$ cat src/rtl/serial_code_loader.sv
// Deserialises an MSB-first bitstream into a WIDTH-bit word plus conversion mode and running parity.
// The word appears WIDTH cycles after the start edge and is held under valid/ready until accepted.
module serial_code_loader #(
  parameter int WIDTH = 16
) (
  input  logic             clk,
  input  logic             rst,
  input  logic             start,
  input  logic             mode_in,
  input  logic             sdata,
  output logic [WIDTH-1:0] P,
  output logic             k,
  output logic             valid,
  input  logic             ready,
  output logic             busy,
  output logic             parity
);

  localparam int CW = $clog2(WIDTH);
  localparam logic [CW-1:0] LAST_BIT = CW'(WIDTH - 1);

  typedef enum logic [1:0] {
    IDLE  = 2'd0,
    SHIFT = 2'd1,
    HOLD  = 2'd2
  } state_t;

  state_t           state;
  state_t           state_nxt;
  logic [WIDTH-1:0] sreg;
  logic [CW-1:0]    cnt;
  logic             xor_acc;
  logic             mode_hold;
  logic             load_frame;
  logic             last_bit;
  logic             release_word;

  always_comb begin
    state_nxt    = state;
    load_frame   = 1'b0;
    last_bit     = 1'b0;
    release_word = 1'b0;
    case (state)
      IDLE: begin
        if (start) begin
          load_frame = 1'b1;
          state_nxt  = SHIFT;
        end
      end
      SHIFT: begin
        if (cnt == LAST_BIT) begin
          last_bit  = 1'b1;
          state_nxt = HOLD;
        end
      end
      HOLD: begin
        // start only counts once the held word is accepted, so no overrun
        if (ready) begin
          release_word = 1'b1;
          if (start) begin
            load_frame = 1'b1;
            state_nxt  = SHIFT;
          end else begin
            state_nxt = IDLE;
          end
        end
      end
      default: state_nxt = IDLE;
    endcase
  end

  always_ff @(posedge clk) begin
    if (rst) begin
      state     <= IDLE;
      sreg      <= '0;
      cnt       <= '0;
      xor_acc   <= 1'b0;
      mode_hold <= 1'b0;
      P         <= '0;
      k         <= 1'b0;
      parity    <= 1'b0;
      valid     <= 1'b0;
      busy      <= 1'b0;
    end else begin
      state <= state_nxt;
      if (release_word) begin
        valid <= 1'b0;
      end
      if (load_frame) begin
        mode_hold <= mode_in;
        cnt       <= '0;
        xor_acc   <= 1'b0;
        busy      <= 1'b1;
      end
      if (state == SHIFT) begin
        sreg    <= {sreg[WIDTH-2:0], sdata};
        xor_acc <= xor_acc ^ sdata;
        if (last_bit) begin
          // P/k/parity only move here, so the converter sees no intermediate words
          P      <= {sreg[WIDTH-2:0], sdata};
          k      <= mode_hold;
          parity <= xor_acc ^ sdata;
          valid  <= 1'b1;
          busy   <= 1'b0;
        end else begin
          cnt <= cnt + 1'b1;
        end
      end
    end
  end

endmodule

$ cat config.mk
export PLATFORM = sky130hd
export DESIGN_NAME = serial_code_loader
export DESIGN_NICKNAME = d
export VERILOG_FILES = /design/src/rtl/serial_code_loader.sv
export SDC_FILE = /design/constraint.sdc
export NUM_CORES = 1
export LEC_CHECK = 0
export ABC_AREA = 1
export BUFFER_PORTS_ARGS = -buffer_cell sky130_fd_sc_hd__buf_2
export CORE_UTILIZATION = 59
export DETAILED_ROUTE_END_ITERATION = 16
export GPL_ROUTABILITY_DRIVEN = 0
export PLACE_DENSITY_LB_ADDON = 0.12
export SLEW_MARGIN = 20
export SYNTH_ARGS = -nofsm -noshare
export SYNTH_HDL_FRONTEND = slang
export SYNTH_SLANG_ARGS = --single-unit
$ cat constraint.sdc
create_clock -name clk -period 3.1 [get_ports clk]
set_input_delay 0.155 -clock clk [delete_from_list [all_inputs] [get_ports clk]]
set_output_delay 0.155 -clock clk [all_outputs]
set_load 0.02 [all_outputs]
==> reports/results.tsv, run 1 <==
metric	value	unit
Fmax	0.525	GHz
min Tclk post-route	1.91	ns
critical path type	reg -> reg	
Layout area overhead	11.1	%
row cnt	18	
Seq/Total Area, Yosys	51.3	%
CTS Root Cell	clkbuf_4	
fillers	221	
Min-Delay Path Class	in -> reg	
warnings from Yosys	0	
vias per cell	5.26	
Max Cap Viol	0	
Slew headroom	52.7	%
placed cells	250	
cells after synthesis	205	
sw frac	24.2	%
worst-case reg-to-reg path depth	5	
ANT nets after route	0	
Clock Sinks	43	
most frequent cells in the layout	43 x dfxtp_1, 41 x nor2_1, 34 x nand2_1	
Starting Density	64.8	%
Fin Setup TNS	0	ns
Critical Path AT	2.17	ns
GRT Overall Usage	23.7	%
synth top area cells	dfxtp_1 51%, nor2_1 9.2%, nand2_1 7.6%	
top-area cell type share of the netlist area	51.3	%
Num CTS Buffers	5	
slowest CP cell	nand2_1	
synthesized net count	212	
startpoint types	flop	
count of buffers from port buffering	25	
1st-iter DRT viols	42	
clk slew on worst S/H paths	0.12	ns
slowest stage delay, CP	0.56	ns
Int Power	789	uW
core footprint	0.00259	sq mm
die area	0.00306	sq mm
clock buffer depth	2	
drt pass-1 iters	6	
DR WL/cell	12.6	um
status	finished clean	
commonest non-fill, non-tap cell in the layout	dfxtp_1	
clock power share	35.9	%
post-layout util	72.0	%
Layout Skew	0.00563	ns
maximum vdd ir drop	0.477	mV
Most common cell on crit path	nor2_1	
Nets	234	
IO Pins	26	
post-route non-filler standard cell count	258	
PostCTS Resize Cnt	0	
power per cell area	558	mW/mm^2
clock insertion delay at the later pin of the skew report	0.36	ns
H-tree depth	2	
RSZ-0062 raised after global routing	false	
Die H	55.3	um
crit path capture type	flop	
DRC viols	0	
Reg power frac	56.9	%
Synth Register Bits	43	
final hold violations	0	
dpl hpwl	2.15	mm
dominant cell type by area after synthesis	dfxtp_1	
library cells used by synthesis	24	
combinational power share	7.2	%
largest net degree at the start of global routing	24	
total vias in the final route	1357	
TritonCTS clock tree	done	
share of cells above drive strength 1	25.4	%
Hold Crit Depth	3	
hold_buf cts	0	
overall power	1.04	mW
Worst Path Required	3.37	ns
post-CTS setup buffer count	0	
CP max FO	22	
number of diodes	0	
max-slew violations	0	
Post-Syn Area per Cell	8.19	sq um
initial antenna violation count	0	
first-pass GRT wire length	5.64	mm
vias in the first global route	1335	
Pleak	0.794	nW
Sw Pwr	252	uW
Worst Tran Pin Value	0.707	ns
Critical Path, Cell by Cell	inv_2, nor2_4, nand2_1, nor2_1, nor2_1	
total grt overflow	0	
Finish-stage setup viols	0	
overall die width	55.3	um
period utilisation layout	61.5	%
Synth Cell Area	0.00168	sq mm
final WL	3.25	mm
==> synthesized netlist by cell type, drive strengths merged <==
cell,instances
nor3,1
nand3,9
dfxtp,43
xor2,1
buf,7
nand2,44
or2,1
nand4,1
inv,8
clkbuf,3
nor2,43
ha,1
a21oi,24
o21ai,19
==> logic make-up after synthesis <==
kind of cell               share of synthesized area, %
DFF                                                51.3
and+or+nand+nor                                    27.1
adders and majority gates                         0.745
AOI/OAI and AO/OA                                  14.8
xor gates and xnor gates                          0.522
buffers and inverters                              5.51
==> worst max-delay path, delay by kind of cell (launching register included) <==
kind,cells,cell delay (ns)
buf+inv,1,0.08
simple gates,4,1.29
flops,1,0.43
==> routing by layer <==
metal | track usage, % | vias up | wire [um] | part of all wire, %
met1 | 28.6 | 622 | 1530 | 47
li1 | - | 702 | - | -
met2 | 37.9 | 26 | 1540 | 47
met5 | 0 | - | 0 | 0
met3 | 8.20 | 7 | 134 | 4.1
met4 | 11.4 | 0 | 53 | 1.6
==> sequential cells by signal (all words and copies together), names as in the netlist <==
signal     flops
sreg          15
P             16
valid          1
xor_acc        1
cnt            4
parity         1
state          2
busy           1
mode_hold      1
k              1
==> path summary, 6_finish.rpt <==
check	startpoint	to	slack [ns]
worst max-delay path	state[0]	k	1.19
worst min-delay path	mode_in	mode_hold	0.06
worst max register to register	state[0]	k	1.19
worst min register to register	P[10]	P[10]	0.47
==> stage by stage <==
step	setup WS (ns)	hold slack [ns]	instance area, sq um
5_1_grt	0.988	0.0420	1870
3_3_place_gp	1.24	0.439	1780
6_report	1.19	0.0553	1870
2_1_floorplan	1.91	0.224	1680
3_5_place_dp	1.21	0.450	1780
4_1_cts	1.19	0.0452	1870
==> power by group through the flow <==
stage | Sequential [mW] | Clock, mW | Combinational (mW)
2_1_floorplan | 0.602 | 0 | 0.0586
3_3_place_gp | 0.603 | 0 | 0.0707
3_5_place_dp | 0.605 | 0 | 0.0748
4_1_cts | 0.592 | 0.379 | 0.0753
5_1_grt | 0.596 | 0.397 | 0.0860
6_report | 0.593 | 0.373 | 0.0751
==> final cells by class <==
class / instances / area (sq um) / area share [%]
clock buffer: 6 / 51.3 / 2.75
clock inverter: 2 / 35.0 / 1.88
inverter: 8 / 30.0 / 1.61
multi-input combinational: 144 / 726 / 38.9
sequential: 43 / 861 / 46.1
tap: 30 / 37.5 / 2.01
timing repair buffer: 25 / 125 / 6.71
(Power assumes the default switching activity.)
==> run 2, diff against run 1 <==
Settings changed: CORE_UTILIZATION 59 to 49.
Clock period 3.1 ns to 1.61 ns, I/O delays scaled along.
==> reports/results.tsv, run 2 (synthesized netlist as in run 1, its figures left out) <==
metric	value	unit	change
Placement Setup Slack	0.222	ns	-0.991 ns
Critical Path, Cell by Cell	ha_1, nand3_4, inv_1, nand2_1, buf_4, nand2_1, a21oi_1		
Finish-stage setup viols	0		unchanged
slowest stage delay, CP	0.34	ns	-0.22 ns
status	finished clean		
placed cells	267		+6.8%
Reg power frac	63.4	%	+6.5 points
dpl cell area	0.00182	sq mm	+2.2%
Num CTS Buffers	5		unchanged
first-pass GRT wire length	5.53	mm	-2.0%
number of diodes	0		unchanged
CP startpoint	cnt[0]		
Fmax	0.705	GHz	+34%
H-tree depth	2		unchanged
PostCTS Resize Cnt	0		unchanged
post-route non-filler standard cell count	276		+7.0%
power per cell area	955	mW/mm^2	+71%
R2R setup slack	0.19	ns	-1.00 ns
period utilisation layout	88.1	%	+27 points
Final WS setup	0.191	ns	-1.00 ns
clock insertion delay at the later pin of the skew report	0.35	ns	about the same
Clock Sinks	43		unchanged
min Tclk post-route	1.42	ns	-0.488 ns
total vias in the final route	1382		+1.8%
ANT nets after route	0		unchanged
Sw Pwr	470	uW	+87%
row cnt	20		+2
overall die width	60.5	um	+9.4%
share of cells above drive strength 1	25.9	%	+0.42 points
initial antenna violation count	0		unchanged
Hold Crit Start	mode_in		
Layout Skew	0.00313	ns	-0.00250 ns
post-layout util	59.7	%	-12 points
drt pass-1 iters	4		-2
clock power share	28.2	%	-7.7 points
clk slew on worst S/H paths	0.12	ns	about the same
Pleak	0.792	nW	-0.22%
worst reg2reg path startpoint	cnt[0]		
1st-iter DRT viols	61		+45%
Slew headroom	64.0	%	+11 points
Bufs and invs on worst path	2		+1
Nets	238		+1.7%
largest net degree at the start of global routing	23		-4.2%
Top reg by flops	P		
vias in the first global route	1287		-3.6%
post-layout instance area	0.00188	sq mm	+0.94%
CTS Root Cell	clkbuf_4		
GRT Overall Usage	20.5	%	-3.2 points
biggest regs	P: 16 flops, sreg: 15 flops, cnt: 4 flops		
Worst Tran Pin Value	0.540	ns	-0.168 ns
Fin Setup TNS	0	ns	unchanged
die area	0.00367	sq mm	+20%
final WL	3.21	mm	-1.3%
IO Pins	26		unchanged
WHS	0.0275	ns	-0.0278 ns
clock buffer depth	2		unchanged
Die H	60.5	um	+9.4%
startpoint types	flop		
commonest non-fill, non-tap cell in the layout	dfxtp_1		
Min-Delay Path Class	in -> reg		
dpl hpwl	2.11	mm	-2.0%
RSZ-0062 raised after global routing	false		
combinational power share	8.3	%	+1.1 points
sw frac	26.2	%	+2.0 points
CP max FO	18		-18%
TritonCTS clock tree	done		
vias per cell	5.01		-4.8%
max-slew violations	0		unchanged
Starting Density	53.3	%	-12 points
Max Cap Viol	0		unchanged
core footprint	0.00315	sq mm	+22%
count of buffers from port buffering	25		unchanged
DRC viols	0		unchanged
most frequent cells in the layout	43 x dfxtp_1, 41 x nor2_1, 34 x nand2_1		
CP delay by family, top	flip-flops		
Layout area overhead	12.1	%	
crit path capture type	flop		
total grt overflow	0		unchanged
final hold violations	0		unchanged
DR WL/cell	11.6	um	-7.7%
critical path type	reg -> reg		
Worst Path Required	1.90	ns	-1.47 ns
Most common cell on crit path	nand2_1		
maximum vdd ir drop	0.576	mV	+21%
slowest CP cell	dfxtp_1		
overall power	1.80	mW	+73%
Critical Path AT	1.70	ns	-0.47 ns
Int Power	1.33	mW	+68%
max reg flops	16		unchanged
-- run 2: changes by cell type in the layout (fill, tap and decap cells not counted), sizes merged --
| cell | change |
|---|---|
| buf | +3 |
| bufinv | -1 |
| clkinvlp | +1 |
| dlygate4sd3 | +1 |
-- run 2: worst paths after layout --
path	endpoint	cells after the start
min	mode_hold	3
min reg2reg	P[9]	2
max reg2reg	P[12]	7
max	P[12]	7
-- run 2: layer usage --
metal | up-vias | routed length (um) | GRT usage (%)
li1 | 710 | - | -
met1 | 635 | 1470 | 24.8
met2 | 35 | 1520 | 34.9
met3 | 2 | 205 | 6.40
met4 | 0 | 19 | 6.82
met5 | - | 0 | 0
-- run 2: layout make-up --
class	count	area, sq um
clock buffer	6	41.3
clock inverter	2	12.5
fill	319	1270
inverter	8	30.0
multi-input combinational	144	726
sequential	43	861
tap	44	55.1
timing repair buffer	29	158
-- run 2: power groups by stage --
stage               clock network (mW)  logic [mW]  registers, mW
floorplan                            0       0.113           1.16
global placement                     0       0.144           1.16
detailed placement                   0       0.148           1.16
CTS                              0.520       0.151           1.14
global route                     0.569       0.172           1.15
finish                           0.507       0.150           1.14
-- run 2: worst reg2reg max path, cell delays in order, from the launching register on --
cell and delay (ns):
dfxtp_1 0.34, ha_1 0.26, nand3_4 0.15, inv_1 0.06
nand2_1 0.09, buf_4 0.24, nand2_1 0.09, a21oi_1 0.13
-- run 2: timing repair --
item                                    CTS  global route
hold buffers                              1             0
endpoints found under the setup margin    0             0
buffers inserted                          0             0
hold endpoints to repair                  1             0
==> run 3, diff against run 2 <==
--- a/config.mk
+++ b/config.mk
@@ -9,4 +9,5 @@
 export BUFFER_PORTS_ARGS = -buffer_cell sky130_fd_sc_hd__buf_2
 export CORE_UTILIZATION = 49
+export CTS_BUF_LIST = sky130_fd_sc_hd__clkbuf_16
 export DETAILED_ROUTE_END_ITERATION = 16
 export GPL_ROUTABILITY_DRIVEN = 0
==> constraint.sdc (replaced) <==
create_clock -name clk -period 1.61 [get_ports clk]
set_input_delay 0.0805 -clock clk [delete_from_list [all_inputs] [get_ports clk]]
set_output_delay 0.0805 -clock clk [all_outputs]
set_load 0.05 [all_outputs]
==> reports/results.tsv, run 3 (synthesized netlist as in run 1, its figures left out) <==
metric	value	unit	change
register area	861	sq um	unchanged
Nets	237		-0.42%
IO Pins	26		unchanged
RSZ-0062 raised after global routing	false		
Layout area overhead	16.8	%	
maximum vdd ir drop	0.729	mV	+27%
CTS Root Cell	clkbuf_16		
min Tclk post-route	1.41	ns	-0.0123 ns
H-tree depth	2		unchanged
Slew headroom	63.4	%	-0.56 points
dpl cell area	0.00182	sq mm	unchanged
1st-iter DRT viols	79		+30%
Starting Density	53.3	%	unchanged
GRT Overall Usage	21.2	%	+0.67 points
DR top layer	met4		
vias per cell	5.07		+1.2%
Layout Skew	0.00215	ns	-0.000984 ns
clock insertion delay at the later pin of the skew report	0.28	ns	-0.07 ns
die area	0.00367	sq mm	unchanged
area of the multi-input gates	726	sq um	unchanged
fillers	311		-2.5%
Num CTS Buffers	5		unchanged
post-CTS setup buffer count	0		unchanged
Clock Sinks	43		unchanged
clk slew on worst S/H paths	0.06	ns	-0.06 ns
status	finished clean		
DRC viols	0		unchanged
drt pass-1 iters	4		unchanged
share of cells above drive strength 1	26.0	%	+0.11 points
dpl hpwl	2.11	mm	unchanged
period utilisation layout	87.4	%	-0.76 points
DR WL met2	1.56	mm	+2.8%
Pleak	0.831	nW	+4.9%
clock buffer depth	2		unchanged
Finish-stage setup viols	0		unchanged
overall die width	60.5	um	unchanged
Fmax	0.711	GHz	+0.87%
Worst Tran Pin Value	0.548	ns	+0.00843 ns
max reg flops	16		unchanged
most frequent cells in the layout	43 x dfxtp_1, 41 x nor2_1, 34 x nand2_1		
Min-Delay Path Class	in -> reg		
largest net degree at the start of global routing	23		unchanged
CP max FO	18		unchanged
final WL	3.30	mm	+2.6%
Fin Setup TNS	0	ns	unchanged
max-slew violations	0		unchanged
first-pass GRT wire length	5.62	mm	+1.5%
DR WL/cell	12.0	um	+3.0%
M1 wire length	1.49	mm	+1.2%
Die H	60.5	um	unchanged
final hold violations	0		unchanged
core footprint	0.00315	sq mm	unchanged
startpoint types	flop		
critical path type	reg -> reg		
number of diodes	0		unchanged
Max Cap Viol	0		unchanged
vias in the first global route	1324		+2.9%
post-layout instance area	0.00196	sq mm	+4.1%
Critical Path AT	1.62	ns	-0.08 ns
ANT nets after route	0		unchanged
met3 wire len	179	um	-13%
count of buffers from port buffering	25		unchanged
total grt overflow	0		unchanged
biggest regs	P: 16 flops, sreg: 15 flops, cnt: 4 flops		
initial antenna violation count	0		unchanged
TritonCTS clock tree	done		
commonest non-fill, non-tap cell in the layout	dfxtp_1		
hold_buf cts	0		-1
PostCTS Resize Cnt	0		unchanged
power per cell area	1150	mW/mm^2	+20%
Worst Path Required	1.82	ns	-0.08 ns
row cnt	20		unchanged
crit path capture type	flop		
total vias in the final route	1393		+0.80%
Top reg by flops	P		
run 3: worst paths after layout:
path	from	to	slack, ns	depth (start not counted)
setup / recovery	cnt[0]	P[12]	0.20	7
setup reg to reg	cnt[0]	P[12]	0.20	7
hold reg to reg	P[9]	P[9]	0.46	2
hold / removal	sdata	P[0]	0.07	3
run 3: routing by layer:
metal,vias to the layer above,GRT usage (%)
met5,-,0
li1,714,-
met3,8,5.33
met4,0,13.0
met2,32,35.8
met1,639,24.1
run 3: cell type report:
type | count | share of cell area, %
Multi-Input combinational cell | 144 | 37.0
Clock inverter | 3 | 0.830
Tap cell | 44 | 2.81
Sequential cell | 43 | 43.9
Inverter | 8 | 1.53
Clock buffer | 5 | 6.38
Timing Repair Buffer | 28 | 7.53
run 3: critical path, cell delays in order (launching register included):
cell	delay (ns)
dfxtp_1	0.32
ha_1	0.25
nand3_4	0.15
inv_1	0.06
nand2_1	0.09
buf_4	0.24
nand2_1	0.09
a21oi_1	0.13
run 3: where the power goes:
group / switching (mW) / internal, mW
clock network: 0.386 / 0.565
logic: 0.103 / 0.0497
registers: 0.0332 / 1.11
total: 0.522 / 1.72
run 3: through the flow:
stage	worst slack [ns]	hold slack, ns	instances	util (%)	total power [mW]
final	0.204	0.0714	275	62.2	2.25
after global routing	0.0803	0.0742	275	62.2	2.35
after CTS	0.196	0.0704	275	62.2	2.27
after detailed placement	0.222	0.367	267	57.7	1.32
after global placement	0.283	0.366	267	57.7	1.31
after floorplan	0.411	0.150	205	-	1.28
